[src/rtl/mem_access_stage.sv]
// Memory access stage between EX/MEM and MEM/WB: drives a req/ack data memory,
// forwards WB results into store data, and stalls the pipeline while an access is outstanding.
module mem_access_stage #(
    parameter int DATA_WIDTH = 16,
    parameter int TIMEOUT    = 64
) (
    input  logic                  clk,
    input  logic                  rst,
    input  logic                  in_valid,
    input  logic                  in_mem_read,
    input  logic                  in_mem_write,
    input  logic                  in_halt,
    input  logic [3:0]            in_src_reg2,
    input  logic [DATA_WIDTH-1:0] in_alu_out,
    input  logic [DATA_WIDTH-1:0] in_store_data,
    input  logic                  wb_write_reg,
    input  logic [3:0]            wb_dst_reg,
    input  logic [DATA_WIDTH-1:0] wb_data,
    output logic                  mem_req,
    output logic                  mem_we,
    output logic [DATA_WIDTH-1:0] mem_addr,
    output logic [DATA_WIDTH-1:0] mem_wdata,
    input  logic                  mem_ack,
    input  logic [DATA_WIDTH-1:0] mem_rdata,
    output logic [DATA_WIDTH-1:0] out_mem_data,
    output logic                  stall,
    output logic                  fwd_used,
    output logic                  mem_err
);
    localparam int CNT_W = $clog2(TIMEOUT + 1);
    localparam logic [CNT_W-1:0] CNT_LAST = CNT_W'(TIMEOUT - 1);

    typedef enum logic [1:0] {
        IDLE = 2'd0,
        REQ  = 2'd1,
        DONE = 2'd2
    } state_t;

    state_t                state_q;
    logic [CNT_W-1:0]      cnt_q;
    logic                  req_q;
    logic                  we_q;
    logic                  fwd_q;
    logic                  err_q;
    logic [DATA_WIDTH-1:0] addr_q;
    logic [DATA_WIDTH-1:0] wdata_q;
    logic [DATA_WIDTH-1:0] rdata_q;

    logic                  access;
    logic                  fwd_hit;
    logic [DATA_WIDTH-1:0] store_sel;

    assign access    = in_valid & (in_mem_read | in_mem_write) & ~in_halt;
    // r0 is hard-wired zero, so a WB write to r0 must never be forwarded
    assign fwd_hit   = wb_write_reg & (wb_dst_reg == in_src_reg2) & (wb_dst_reg != 4'd0);
    assign store_sel = fwd_hit ? wb_data : in_store_data;

    always_ff @(posedge clk or negedge rst) begin
        if (!rst) begin
            state_q <= IDLE;
            cnt_q   <= '0;
            req_q   <= 1'b0;
            we_q    <= 1'b0;
            fwd_q   <= 1'b0;
            err_q   <= 1'b0;
            addr_q  <= '0;
            wdata_q <= '0;
            rdata_q <= '0;
        end else begin
            case (state_q)
                IDLE: begin
                    if (access) begin
                        state_q <= REQ;
                        req_q   <= 1'b1;
                        we_q    <= in_mem_write;
                        addr_q  <= in_alu_out;
                        wdata_q <= store_sel;
                        fwd_q   <= fwd_hit;
                        cnt_q   <= '0;
                    end else begin
                        fwd_q   <= 1'b0;
                    end
                end
                REQ: begin
                    cnt_q <= cnt_q + 1'b1;
                    // ack takes priority over a timeout landing in the same cycle
                    if (mem_ack) begin
                        if (!we_q) begin
                            rdata_q <= mem_rdata;
                        end
                        req_q   <= 1'b0;
                        state_q <= DONE;
                    end else if (cnt_q == CNT_LAST) begin
                        err_q   <= 1'b1;
                        rdata_q <= '0;
                        req_q   <= 1'b0;
                        state_q <= DONE;
                    end
                end
                DONE: begin
                    state_q <= IDLE;
                end
                default: begin
                    state_q <= IDLE;
                end
            endcase
        end
    end

    // Stall is combinational in IDLE so a new access freezes the pipe with zero delay
    assign stall        = rst & (((state_q == IDLE) & access) | (state_q == REQ));
    assign mem_req      = req_q;
    assign mem_we       = we_q;
    assign mem_addr     = addr_q;
    assign mem_wdata    = wdata_q;
    assign out_mem_data = rdata_q;
    assign fwd_used     = fwd_q;
    assign mem_err      = err_q;

endmodule

[config.mk]
export PLATFORM = sky130hd
export DESIGN_NAME = mem_access_stage
export DESIGN_NICKNAME = d
export VERILOG_FILES = /design/src/rtl/mem_access_stage.sv
export SDC_FILE = /design/constraint.sdc
export NUM_CORES = 1
export LEC_CHECK = 0
export ABC_AREA = 1
export CELL_PAD_IN_SITES_DETAIL_PLACEMENT = 1
export CELL_PAD_IN_SITES_GLOBAL_PLACEMENT = 1
export CORE_MARGIN = 3
export CORE_UTILIZATION = 32
export DETAILED_ROUTE_END_ITERATION = 10
export GPL_TIMING_DRIVEN = 0
export PLACE_DENSITY = 0.84
export SETUP_SLACK_MARGIN = 0.05
export SYNTH_ARGS = -nofsm -noshare
export SYNTH_HDL_FRONTEND = slang
export SYNTH_SLANG_ARGS = --single-unit
[constraint.sdc]
create_clock -name clk -period 2.7 [get_ports clk]
set_clock_uncertainty 0.1 [all_clocks]
set_input_delay 0.54 -clock clk [delete_from_list [all_inputs] [get_ports clk]]
set_output_delay 0.54 -clock clk [all_outputs]
set_load 0.005 [all_outputs]
Word-level counts from Yosys, hierarchy flattened --
Index checks and enable logic that the tools add are counted.
Storage, ports and cells: flip-flop bits (word level) 61, input bits 80, word-level logic and storage cells 51
Cells by class: add/subtract/negate cells 1, equal/unequal tests 6, mux-type cells 15, bitwise gates (word level) 10, reduce and logical (&&, ||, !) cells 10
Operators by type and width (number):
- two-way mux 16 bit | 4
- case mux 7 bit (2 select lines) | 1
- AND reduction 3 bit | 3
- adder 7 x 1 -> 7 bit, second input constant | 1
- == test 7 x 6 -> 1 bit, second input constant | 1
- two-way mux 7 bit | 1
- AND 1 bit | 6
- two-way mux 2 bit | 3
- AND reduction 2 bit | 3
- == test 4 bit | 1
- two-way mux 1 bit | 4
- inequality test 2 bit, second input constant | 2
- case mux 2 bit (2 select lines) | 1
- nonzero test 2 bit | 2
- nonzero test 4 bit | 1
- inequality test 3 bit, second input constant | 1
- == test 2 x 1 -> 1 bit, second input constant | 1
- zero test 2 bit | 1
- NOT 1 bit | 2
- bitwise OR 1 bit | 2
- case mux 1 bit (2 select lines) | 1

Logic depth before layout (Yosys ltp) --
Gate-level depths: netlist of run 1.
depth in word-level cells 6, mapped depth 11, mapped depth without buffers 10

Least setup slack after synthesis of run 1 --
OpenSTA, ideal clock, no wires.
path type input to output, start in in_mem_write, end out stall, arrival 1159 ps, setup slack 901 ps, cell stages on the path 4, cell sequence or2_1 > nand4_2 > buf_2 > a21boi_1
Between the ends: word-level cells in the longest chain between the ends 6
RTL lines:
- start: declaration | line 11 | input logic in_mem_write,
- bitwise OR 1 bit | line 53 | assign access = in_valid & (in_mem_read | in_mem_write) & ~in_halt;
- AND 1 bit (2 in a row) | line 53
- AND 1 bit | line 111 | assign stall = rst & (((state_q == IDLE) & access) | (state_q == REQ));
- bitwise OR 1 bit | line 111
- AND 1 bit | line 111
- end: declaration | line 26 | output logic stall,
No other way between the ends.

Worst setup path after layout of run 1 --
Same ends and word-level chain as after synthesis.

==> results_dict.tcl, run 1 <==
set metrics [dict create \
    start_util 0.335 \
    clk_latency_ns 0.34 \
    route.detailed.drc 0 \
    synth_top_area_share 0.515 \
    firstDrtPassIters 4 \
    syn_nets 450 \
    dieArea_um2 10400 \
    synth_cells 369 \
    final_layout_size_suffix_gt1_frac 0.0985 \
    cts-root-buf "clkbuf_8" \
    yosysSeqAreaShare 0.515 \
    place_area_um2 4420 \
    post-route-util 0.529 \
    ant_nets 0 \
    ys_types 31 \
    hold_path.class "primary input to async pin" \
    wl_mm 9.65 \
    cp_max_fo 10 \
    endpoint "stall" \
    cts_num_sinks 61 \
    cts_buffer_depth 2 \
    p_leak_nw 2.43 \
    grt_pass1_vias 3233 \
    grt.total_usage 0.191 \
    fp-row-count 34 \
    dp_cells 609 \
    layout.nets 594 \
    pre_cts_slack_ns -0.192 \
    numCtsBuffers 9 \
    htree_levels 3 \
    die_w_um 102 \
    grt_pass1_wl_mm 15.5 \
    area_growth_pct 58.2 \
    ys_async_sr_fraction 1.00 \
    cp-end-kind "output pin" \
    yosysTopAreaCell "dfrtp_1" \
    cellPowerDensity_nw_per_um2 730 \
    ys_ff_latch 61 \
    required_ns 2.06 \
    diodes 0 \
    grt_start_max_net_pins 63 \
    setup_ws_ns 0.277 \
    fin_crit_ns 2.42 \
    io-pin-count 133 \
    ir_drop_mv 0.307 \
    fmax_mhz 413 \
    arrival_ns 1.78 \
    totalNegativeSetupSlack_ns 0 \
    r2r_cells 11 \
    cts.reportedPaths.clkPinSlew_ns 0.07 \
    ff2ff_setup_slack_ns 0.99 \
    synth_area_um2 2960 \
    drt_iter0_drc 70 \
    grt-ovfl-total 0 \
    routedWlPerCell_um 15.4 \
    design_area_um2 4680 \
    synth_most_common_cell "nand2_1" \
    worst-setup-path-type "primary input to output pin" \
    final_max_slew_viol_count 0 \
    place_congestion 0.737 \
    synth_warnings 0 \
    syn_area_per_cell_um2 8.03 \
    cap_violations 0 \
    fin_cells 626 \
    synth_flop_cell "dfrtp_1" \
    synth_edf_count 0 \
    synthTopCellsByArea "dfrtp_1 52%, nand2_1 22%, inv_1 5.3%, nand3_1 3.4%, nand4_1 3.4%" \
    die_y_um 102 \
    fin_crit_sh 0.897 \
    r2r-end "out_mem_data[6]$_DFFE_PN0P_" \
    dp_hpwl_mm 7.49 \
    setup_viol 0 \
    antenna_found_initial 0 \
    start_kind "primary input" \
    tightest_slew_ns 0.795 \
    rsz0062_at_grt "no" \
    outcome "complete, no violations" \
    cts_tree "built" \
    core_um2 8850 \
    vias_per_cell 4.77 \
    r2r-start "cnt_q[0]$_DFFE_PN0P_" \
    max-slew-margin-rel 0.470 \
    crit_path_start "in_mem_write" \
    portBuffers 132 \
    hold_viol_final 0 \
    yosys-top-cells-count "174 x nand2_1, 61 x dfrtp_1, 42 x inv_1" \
    num_vias 2983 \
]
==> state kept, by name, summed over array words and instances (netlist names) <==
register      flops
state_q           2
mem_err           1
fwd_used          1
mem_req           1
out_mem_data     16
mem_we            1
mem_addr         16
cnt_q             7
mem_wdata        16
==> routing by layer <==
metal | up-vias | track usage | routed length, um
met1 | 1454 | 0.217 | 3720
li1 | 1415 | - | -
met2 | 84 | 0.338 | 5120
met3 | 30 | 0.0512 | 466
met4 | 0 | 0.0797 | 352
met5 | - | 0 | 0
==> worst max-delay path: stages <==
cell	delay (ns)
clkdlybuf4s50_1	0.48
or2_1	0.15
nand4_4	0.09
buf_6	0.16
a21boi_1	0.11
dlygate4sd2_1	0.25
==> logic make-up after synthesis <==
| group | count (synthesis) | synth area share |
|---|---|---|
| buffers and inverters | 63 | 0.0993 |
| AOI/OAI and AO/OA | 11 | 0.0228 |
| and+or+nand+nor | 232 | 0.355 |
| muxes | 1 | 0.00338 |
| DFF | 61 | 0.515 |
| adders and majority gates | 1 | 0.00422 |
==> how the worst min path moves through the flow <==
stage | slack [ns] | start | cells past startpoint | end
floorplan | 0.14 | rst | 0 | cnt_q[0]$_DFFE_PN0P_
global placement | 0.35 | out_mem_data[10]$_DFFE_PN0P_ | 2 | out_mem_data[10]$_DFFE_PN0P_
detailed placement | 0.36 | out_mem_data[14]$_DFFE_PN0P_ | 2 | out_mem_data[14]$_DFFE_PN0P_
CTS | 0.21 | rst | 1 | out_mem_data[15]$_DFFE_PN0P_
global route | 0.24 | rst | 1 | out_mem_data[10]$_DFFE_PN0P_
finish | 0.17 | rst | 1 | out_mem_data[15]$_DFFE_PN0P_
==> area by class of cell <==
type	instances	area [um2]
Buffer	14	88.8
Clock buffer	10	138
Clock inverter	6	110
Fill cell	1079	4160
Inverter	49	211
Multi-Input combinational cell	245	1150
Sequential cell	61	1530
Tap cell	108	135
Timing Repair Buffer	133	1330
==> per-stage QoR <==
step	hold WS [ns]	total power [W]
after global placement	0.352	0.00237
after global routing	0.242	0.00362
after detailed placement	0.360	0.00243
final	0.171	0.00342
after floorplan	0.144	0.00169
after CTS	0.209	0.00346
==> cells in the final DEF, fill, tap and decap left out, drive strengths merged, types with 2 or more instances in the layout <==
master | Yosys | routed
nand2 | 179 | 179
clkdlybuf4s50 | 0 | 130
dfrtp | 61 | 61
inv | 47 | 47
nand3 | 21 | 21
nand4 | 17 | 17
buf | 12 | 14
clkbuf | 2 | 12
nor2 | 12 | 12
o21ai | 5 | 5
bufinv | 2 | 5
clkinvlp | 0 | 2
a21oi | 2 | 2
==> where the power goes <==
group | switching (W) | internal (W) | total (W)
combinational | 0.000441 | 0.000638 | 0.00108
clock | 0.000373 | 0.000636 | 0.00101
sequential | 0.000161 | 0.00117 | 0.00133
total | 0.000975 | 0.00244 | 0.00342
==> timing repair <==
action	CTS	global route
buffers inserted	1	0
hold buffers	0	0
endpoints found under the setup margin	1	0
gates resized for setup	4	0
(Power assumes the default switching activity.)
==> inputs of run 2 (changes only) <==
CORE_MARGIN = 4   (was 3)
==> run 2 against run 1 <==
Effect of this change: flip-flop and latch count unchanged; combinational power about the same; fmax decreased by 2.6%; critical path depth unchanged; global-route usage decreased by 0.59 points; worst setup slack got worse by 0.065 ns; count of clock-buffer cells in the layout increased by 1; die area increased by 4.0%; final area decreased by 1.1%; utilization decreased by 0.57 points; sequential share of layout area increased by 0.35 points.
==> results_dict.tcl, run 2 (synthesized netlist as in run 1, its figures left out) <==
set metrics [dict create \
    outcome "complete, no violations" \
    critPathBufInv 3 \
    dp_hpwl_mm 7.49 \
    ant_nets 0 \
    final_layout_size_suffix_gt1_frac 0.0986 \
    layout.nets 594 \
    start_kind "primary input" \
    setup_viol 0 \
    tightest_slew_ns 0.798 \
    cts_num_sinks 61 \
    area_growth_pct 56.5 \
    pwr-share-seq 0.411 \
    start_util 0.335 \
    portBuffers 132 \
    ctsHoldBuffers 0 \
    p_leak_nw 2.41 \
    rsz0062_at_grt "no" \
    required_ns 2.06 \
    cellPowerDensity_nw_per_um2 698 \
    ir_drop_mv 0.278 \
    route.detailed.drc 0 \
    htree_levels 3 \
    place_congestion 0.761 \
    r2r-start "cnt_q[0]$_DFFE_PN0P_" \
    pre_cts_slack_ns -0.255 \
    fmax_mhz 402 \
    cts.reportedPaths.clkPinSlew_ns 0.07 \
    fin_crit_ns 2.49 \
    r2r_cells 11 \
    clockPowerShare 0.256 \
    die_y_um 104 \
    worst-path-stages 6 \
    numCtsBuffers 9 \
    firstDrtPassIters 4 \
    crit_path_start "in_mem_write" \
    crit_path_cell_trace "clkdlybuf4s50_1 -> or2_4 -> nand4_4 -> buf_4 -> a21boi_1 -> dlygate4sd2_1" \
    core_um2 8850 \
    path_delay_family "buffers and inverters" \
    hold_viol_final 0 \
    p_sw_w 0.000961 \
    p_int_w 0.00228 \
    fp-row-count 34 \
    final_max_slew_viol_count 0 \
    vias_per_cell 4.67 \
    arrival_ns 1.85 \
    cts_tree "built" \
    critical-path-max-stage-delay_ns 0.44 \
    fin_crit_sh 0.921 \
    routedWlPerCell_um 15.7 \
    num_vias 2919 \
    die_w_um 104 \
    fin_cells 625 \
    cap_violations 0 \
    grt.total_usage 0.185 \
    layout_common_cells "174 x nand2_1, 130 x clkdlybuf4s50_1, 61 x dfrtp_1" \
    hold_path.class "primary input to async pin" \
    cp_max_fo 10 \
    final_common_cell "nand2_1" \
    io-pin-count 133 \
    grt-ovfl-total 0 \
    drt_iter0_drc 74 \
    cts-root-buf "clkbuf_8" \
    clk_latency_ns 0.34 \
    antenna_found_initial 0 \
    grt_pass1_vias 3247 \
    max-slew-margin-rel 0.468 \
    dp_cells 609 \
    diodes 0 \
    cp-end-kind "output pin" \
    wl_mm 9.80 \
    grt_start_max_net_pins 63 \
    grt_pass1_wl_mm 16.2 \
    worst-setup-path-type "primary input to output pin" \
    cts_buffer_depth 2 \
    p_comb_frac 0.332 \
    setup_ws_ns 0.213 \
    crit_path_top_delay_cell "clkdlybuf4s50_1" \
    swShare 0.297 \
    p_total_w 0.00324 \
    dieArea_um2 10900 \
]
run 2: cell count changes in the layout (fill, tap and decap cells not counted), sizes merged:
cell	before	now
clkinvlp	2	1
clkinv	1	2
clkbuf	12	13
bufinv	5	3
run 2: per-stage QoR:
stage                     hold slack, ns   util  cell area (um2)  TNS (ns)
final                              0.176  0.524             4630         0
after detailed placement           0.358  0.499             4420    -0.255
after CTS                          0.203  0.524             4630         0
after floorplan                    0.144      -             2960         0
after global routing               0.227  0.524             4630         0
after global placement             0.352  0.499             4420    -66.74
run 2: worst paths after layout:
kind	to	slack (ns)
worst min-delay path	out_mem_data[5]$_DFFE_PN0P_	0.18
max in group asynchronous	cnt_q[2]$_DFFE_PN0P_	1.78
worst max register to register	out_mem_data[1]$_DFFE_PN0P_	0.97
min in group clk	out_mem_data[13]$_DFFE_PN0P_	0.37
worst min register to register	out_mem_data[13]$_DFFE_PN0P_	0.37
worst max-delay path	stall	0.21
run 2: final cells by class:
class                      count  area (um2)
fill                        1099        4210
sequential                    61        1530
timing repair buffer         133        1330
multi-input combinational    245        1150
inverter                      49         211
clock buffer                  11         151
tap                          108         135
buffer                        14        85.1
clock inverter                 4        47.5
run 2: power groups by stage:
stage | clock network, W | registers [W] | logic (W)
floorplan | 0 | 0.00134 | 0.000341
global placement | 0 | 0.00133 | 0.00104
detailed placement | 0 | 0.00134 | 0.00108
CTS | 0.000854 | 0.00133 | 0.00110
global route | 0.000892 | 0.00137 | 0.00118
finish | 0.000830 | 0.00133 | 0.00107
run 2: layer usage:
metal  global-route usage  vias up  routed length (um)
met3               0.0348       25                 378
met1                0.208     1393                3820
li1                     -     1422                   -
met2                0.333       79                5270
met5                    0        -                   0
met4               0.0950        0                 339
run 2: what timing repair did:
action,4_1_cts,5_1_grt
hold endpoints to repair,0,0
resized for setup,4,0
setup buffers,1,0
setup endpoints to repair,1,0
